==> src/rtl/psum_pkg.sv <==
// Shared types and helpers for the partial-sum accumulator.
// PSUM_RELU_EN (optional define) enables ReLU clamping in psum_requant.
package psum_pkg;

  typedef enum logic [1:0] {
    IDLE  = 2'd0,
    ACCUM = 2'd1,
    HOLD  = 2'd2
  } state_t;

  localparam int SHIFT_W = 6;
  localparam int SAT_W   = 128;

  // Clip a signed value to a signed range of 'width' bits; 'clipped' flags clipping.
  function automatic logic signed [SAT_W-1:0] sat_to_width(
    input  logic signed [SAT_W-1:0] value,
    input  int unsigned             width,
    output logic                    clipped
  );
    logic signed [SAT_W-1:0] hi;
    logic signed [SAT_W-1:0] lo;
    logic signed [SAT_W-1:0] res;
    hi      = $signed((SAT_W'(1) << (width - 1)) - SAT_W'(1));
    lo      = ~hi;
    clipped = 1'b1;
    if (value > hi) begin
      res = hi;
    end else if (value < lo) begin
      res = lo;
    end else begin
      res     = value;
      clipped = 1'b0;
    end
    return res;
  endfunction

endpackage

==> src/rtl/psum_requant.sv <==
// Combinational round-half-up, arithmetic shift, optional ReLU and saturate.
// PSUM_RELU_EN: when defined, negative rounded results are forced to zero.
module psum_requant
  import psum_pkg::*;
#(
  parameter int ACC_WIDTH = 44,
  parameter int OUT_WIDTH = 16
) (
  input  logic signed [ACC_WIDTH-1:0] acc,
  input  logic        [SHIFT_W-1:0]   shift,
  output logic signed [OUT_WIDTH-1:0] data,
  output logic                        sat
);

  localparam int RW = ACC_WIDTH + 1;

  logic        [SHIFT_W-1:0] eff_shift;
  logic signed [RW-1:0]      ext;
  logic signed [RW-1:0]      rnd;
  logic signed [RW-1:0]      r;
  logic signed [SAT_W-1:0]   wide;

  always_comb begin
    // Shifts beyond ACC_WIDTH all round to zero, so clamping keeps the math exact in RW bits.
    eff_shift = shift;
    if (int'(shift) > ACC_WIDTH) begin
      eff_shift = SHIFT_W'(ACC_WIDTH);
    end
    ext = RW'(acc);
    rnd = '0;
    if (eff_shift != '0) begin
      rnd = $signed(RW'(1) << (eff_shift - SHIFT_W'(1)));
    end
    r = (ext + rnd) >>> eff_shift;
`ifdef PSUM_RELU_EN
    if (r < 0) begin
      r = '0;
    end
`else
`endif
    wide = SAT_W'(r);
    sat  = 1'b0;
    data = OUT_WIDTH'(sat_to_width(wide, OUT_WIDTH, sat));
  end

endmodule

==> src/rtl/psum_accumulator.sv <==
// Sums cfg_passes consecutive MAC partial sums, requantizes, and holds the result on valid/ready.
// PSUM_RELU_EN (optional define) enables ReLU in the requantizer.
module psum_accumulator
  import psum_pkg::*;
#(
  parameter int IN_WIDTH   = 38,
  parameter int MAX_PASSES = 64,
  parameter int ACC_WIDTH  = IN_WIDTH + $clog2(MAX_PASSES),
  parameter int OUT_WIDTH  = 16
) (
  input  logic                           clk,
  input  logic                           rst_in,
  input  logic [$clog2(MAX_PASSES):0]    cfg_passes,
  input  logic [SHIFT_W-1:0]             cfg_shift,
  input  logic                           in_valid,
  input  logic signed [IN_WIDTH-1:0]     in_psum,
  output logic                           in_ready,
  output logic                           out_valid,
  input  logic                           out_ready,
  output logic signed [OUT_WIDTH-1:0]    out_data,
  output logic                           out_sat,
  output logic                           busy
);

  localparam int PW = $clog2(MAX_PASSES) + 1;

  state_t                      state_reg, state_next;
  logic signed [ACC_WIDTH-1:0] acc_reg, acc_next, psum_ext;
  logic        [PW-1:0]        count_reg, count_next;
  logic        [PW-1:0]        passes_reg, passes_eff, passes_cur;
  logic        [SHIFT_W-1:0]   shift_reg, shift_cur;
  logic signed [OUT_WIDTH-1:0] out_data_reg, rq_data;
  logic                        out_sat_reg, rq_sat;
  logic                        accept, first_beat, last_beat;

  always_comb begin
    in_ready   = (state_reg == HOLD) ? out_ready : 1'b1;
    accept     = in_valid && in_ready;
    // Any beat outside ACCUM opens a new group, including the overlap beat in HOLD.
    first_beat = (state_reg != ACCUM);
    passes_eff = cfg_passes;
    if (cfg_passes == '0) begin
      passes_eff = PW'(1);
    end else if (cfg_passes > PW'(MAX_PASSES)) begin
      passes_eff = PW'(MAX_PASSES);
    end
    passes_cur = first_beat ? passes_eff : passes_reg;
    shift_cur  = first_beat ? cfg_shift : shift_reg;
    psum_ext   = ACC_WIDTH'(in_psum);
    count_next = first_beat ? PW'(1) : count_reg + PW'(1);
    acc_next   = first_beat ? psum_ext : acc_reg + psum_ext;
    last_beat  = accept && (count_next == passes_cur);
  end

  always_comb begin
    state_next = state_reg;
    case (state_reg)
      IDLE, ACCUM: begin
        if (accept) state_next = last_beat ? HOLD : ACCUM;
      end
      HOLD: begin
        if (accept)         state_next = last_beat ? HOLD : ACCUM;
        else if (out_ready) state_next = IDLE;
      end
      default: state_next = IDLE;
    endcase
  end

  psum_requant #(
    .ACC_WIDTH (ACC_WIDTH),
    .OUT_WIDTH (OUT_WIDTH)
  ) u_requant (
    .acc   (acc_next),
    .shift (shift_cur),
    .data  (rq_data),
    .sat   (rq_sat)
  );

  always_ff @(posedge clk) begin
    if (rst_in) begin
      state_reg <= IDLE;
    end else begin
      state_reg <= state_next;
    end
  end

  always_ff @(posedge clk) begin
    if (rst_in) begin
      acc_reg      <= '0;
      count_reg    <= '0;
      passes_reg   <= '0;
      shift_reg    <= '0;
      out_data_reg <= '0;
      out_sat_reg  <= 1'b0;
    end else begin
      if (accept) begin
        acc_reg   <= acc_next;
        count_reg <= count_next;
        if (first_beat) begin
          passes_reg <= passes_eff;
          shift_reg  <= cfg_shift;
        end
      end
      if (last_beat) begin
        out_data_reg <= rq_data;
        out_sat_reg  <= rq_sat;
      end
    end
  end

  assign out_valid = (state_reg == HOLD);
  assign busy      = (state_reg != IDLE);
  assign out_data  = out_data_reg;
  assign out_sat   = out_sat_reg;

endmodule
==> config.mk <==
export PLATFORM = sky130hd
export DESIGN_NAME = psum_accumulator
export DESIGN_NICKNAME = d
export VERILOG_FILES = /design/src/rtl/psum_pkg.sv /design/src/rtl/psum_requant.sv /design/src/rtl/psum_accumulator.sv
export SDC_FILE = /design/constraint.sdc
export NUM_CORES = 1
export LEC_CHECK = 0
export ABC_AREA = 1
export BUFFER_PORTS_ARGS = -buffer_cell sky130_fd_sc_hd__buf_4
export CAP_MARGIN = 20
export CORE_MARGIN = 2
export CORE_UTILIZATION = 65
export CTS_BUF_LIST = sky130_fd_sc_hd__clkbuf_2
export DETAILED_ROUTE_END_ITERATION = 7
export HOLD_SLACK_MARGIN = 0.1
export PLACE_DENSITY_LB_ADDON = 0.15
export SYNTH_ARGS = -nofsm -noshare
export SYNTH_HDL_FRONTEND = slang
export SYNTH_SLANG_ARGS = --single-unit
export TNS_END_PERCENT = 20
==> constraint.sdc <==
create_clock -name clk -period 7.6 [get_ports clk]
set_input_delay 0.76 -clock clk [delete_from_list [all_inputs] [get_ports clk]]
set_output_delay 0.76 -clock clk [all_outputs]
set_load 0.1 [all_outputs]
==> impl_metrics.ini <==
[worst_setup_path]
cp.required_ps = 8130
crit_top_cell = nand2_1
cp.arrival_ps = 7650
cp_slowest_cell = fa_1
cp.buffers_inverters = 4
endpoint_kind = flop
r2r_cells = 41
startpoint = acc_reg[0]
crit_end = out_data[1]
worstReg2RegEnd = out_data[1]
crit_family = simple AND/OR/NAND/NOR gates
rrSetupSlack_ps = 480
worst-path-stages = 41
start_kind = flop
crit_fanout = 16
timing.rr.start = acc_reg[0]
critPathKind = flop to flop
cpPeakStageDelay_ps = 420

[yosys]
ys_seq_area_share_pct = 12.6
syn-num-nets = 2589
syn_inst = 2444
ys_types = 59
avgSynthCellArea_um2 = 5.40
ys.flop_type = dfxtp_1
synth_edf_count = 0
ys_ff_latch = 83
async_flop_share_pct = 0
yosysWarnings = 0
syn_area_mm2 = 0.0132

[timing]
min_period_ps = 7120
timing.final.crit_share_pct = 93.7
max_slew_margin_pct = 45.6
fmax_mhz = 140
final-hold-violation-count = 0
timing.final.max_slew_violations = 0
fin_setup_tns_ps = 0
tightest_slew_ps = 816
skew_ps = 41.5
setup_violations = 0

[hold_path]
hp-start = out_ready
hp-class = input port to flop

[flow_run]
drv_cap = 0

[drt]
wirelength_mm = 48.6
post-route-drc-count = 1
drt_pass1_iterations = 8
ant_nets = 0
vias_per_cell = 6.22
vias = 17000
wire_per_inst_um = 17.8
drtIter0Drc = 2072

[grt]
grt.met3_usage_pct = 8.00
gr-usage-met2_pct = 71.2
top_usage_layer = met2
grt_pass1_wl_mm = 76.4
grt_pass1_vias = 15400
grt_util_all_layers_pct = 43.7
antenna_found_initial = 1
use_met1_pct = 54.3
grt_max_degree = 79
overflow = 0

[clock_tree]
clock_latency_ps = 590
tritoncts = done
cts_root_buffer = clkbuf_2
clk_pin_slew_ps = 300
cts.path.max_buffers = 2
ctsHtreeMaxLevel = 3
cts_buffers = 9
cts.sinks = 83

[floorplan]
row_count = 52
boundaryPins = 75
die_height_um = 147
core_region_area_mm2 = 0.0201
start_util_pct = 65.7
fp.dieW_um = 147
dieArea_mm2 = 0.0215

[power_and_ir_drop]
cellLeakagePower_nw = 7.52
peakVddDrop_mv = 0.0841
powerDensity_mw_per_mm2 = 164

[cells_and_area]
drive_gt1_share_pct = 8.11
fillCellCount = 1908
largest_register_ffs = 44
area_growth_syn_to_layout_pct = 6.06
seqCellArea_mm2 = 0.00166
final_nets = 2605
multi_input_area_mm2 = 0.0101
final_cell_area_mm2 = 0.0140
stdcell_count = 2736

[run_status]
violations = design-rule violations
status = finished with violations

[place]
port_buffers = 74
place_congestion = 1.16
dp_hpwl_mm = 38.4
dp_cells = 2717
placed_area_mm2 = 0.0138
[cells in the final DEF, fill, tap and decap left out, types with 27 or more instances in the layout]
master and count:
nor2_1 347, nand4_1 32, buf_4 91, o21ai_0 157, nand3_1 271, a31oi_1 27, nand2_1 697, inv_1 259
a21oi_1 147, ha_1 88, dfxtp_1 83
[kinds of logic after synthesis]
logic type / synth area share (%)
muxes: 0.152
DFF: 12.6
buffers and inverters: 11.2
adders and majority gates: 8.64
xor gates and xnor gates: 2.32
AOI/OAI and AO/OA: 17.7
and+or+nand+nor: 47.4
[tightest hold or removal path, delay by kind of cell]
family          cells  cell delay [ps]
compound gates      1               80
simple gates        1               90
buf+inv             2              110
[what timing repair did]
action | CTS | global route
resized for setup | 0 | 5
buffers inserted | 0 | 0
hold buffers | 0 | 0
setup endpoints to repair | 0 | 16
[how the worst min path moves through the flow]
| stage | end | slack, ps | depth (start not counted) |
|---|---|---|---|
| floorplan | passes_reg[6] | 420 | 2 |
| detailed placement | passes_reg[3] | 450 | 2 |
| global route | state_reg[1] | 450 | 4 |
| global placement | passes_reg[6] | 430 | 2 |
| finish | state_reg[1] | 450 | 4 |
| CTS | state_reg[1] | 400 | 4 |
[cell usage after synthesis, types with 10 or more instances]
master	count	area share, %
nor3_1	14	0.53
buf_2	24	0.91
o21ai_0	157	6.0
nand2_1	698	20
o21ai_1	17	0.64
ha_1	88	8.3
nand3_1	271	10
o21a_1	10	0.57
o211ai_1	10	0.57
clkbuf_1	39	1.1
xor2_1	23	1.5
or2_2	23	1.1
dfxtp_1	83	13
a31oi_1	27	1.3
nand4_1	32	1.5
xnor2_1	12	0.80
buf_1	13	0.37
nand3_2	21	1.6
a21oi_1	149	5.6
nor2_1	349	9.9
o21bai_1	10	0.57
inv_1	260	7.4
[stage by stage]
stage	setup WS [ps]	total power, W	hold WS [ps]	util, %
after floorplan	1510	0.00156	425	-
after global placement	221	0.00191	434	68.6
after detailed placement	93.3	0.00193	448	68.6
after CTS	502	0.00223	402	69.4
after global routing	-9.52	0.00245	449	69.6
final	481	0.00230	450	69.6
[power breakdown]
part | switching [W] | leakage (nW) | total, W | internal, W
Sequential | 0.0000197 | 0.685 | 0.000489 | 0.000469
Clock | 0.000186 | 0.0894 | 0.000302 | 0.000116
Combinational | 0.00106 | 6.75 | 0.00151 | 0.000447
Total | 0.00127 | 7.52 | 0.00230 | 0.00103
[layer usage]
metal  vias up  wire [µm]
met5         -          0
met1      7585      18700
met3       247       5580
li1       8056          -
met4         0       3080
met2      1119      21300
[area by class of cell]
type                    count  area share (%)
diodes                      1          0.0179
clock buffers               9           0.322
clock inverters             7           0.760
inverters                 274            7.42
multi-input cells        1999            72.1
flip-flops and latches     83            11.9
well taps                 270            2.41
repair buffers             93            5.13
(Power assumes the default switching activity.)
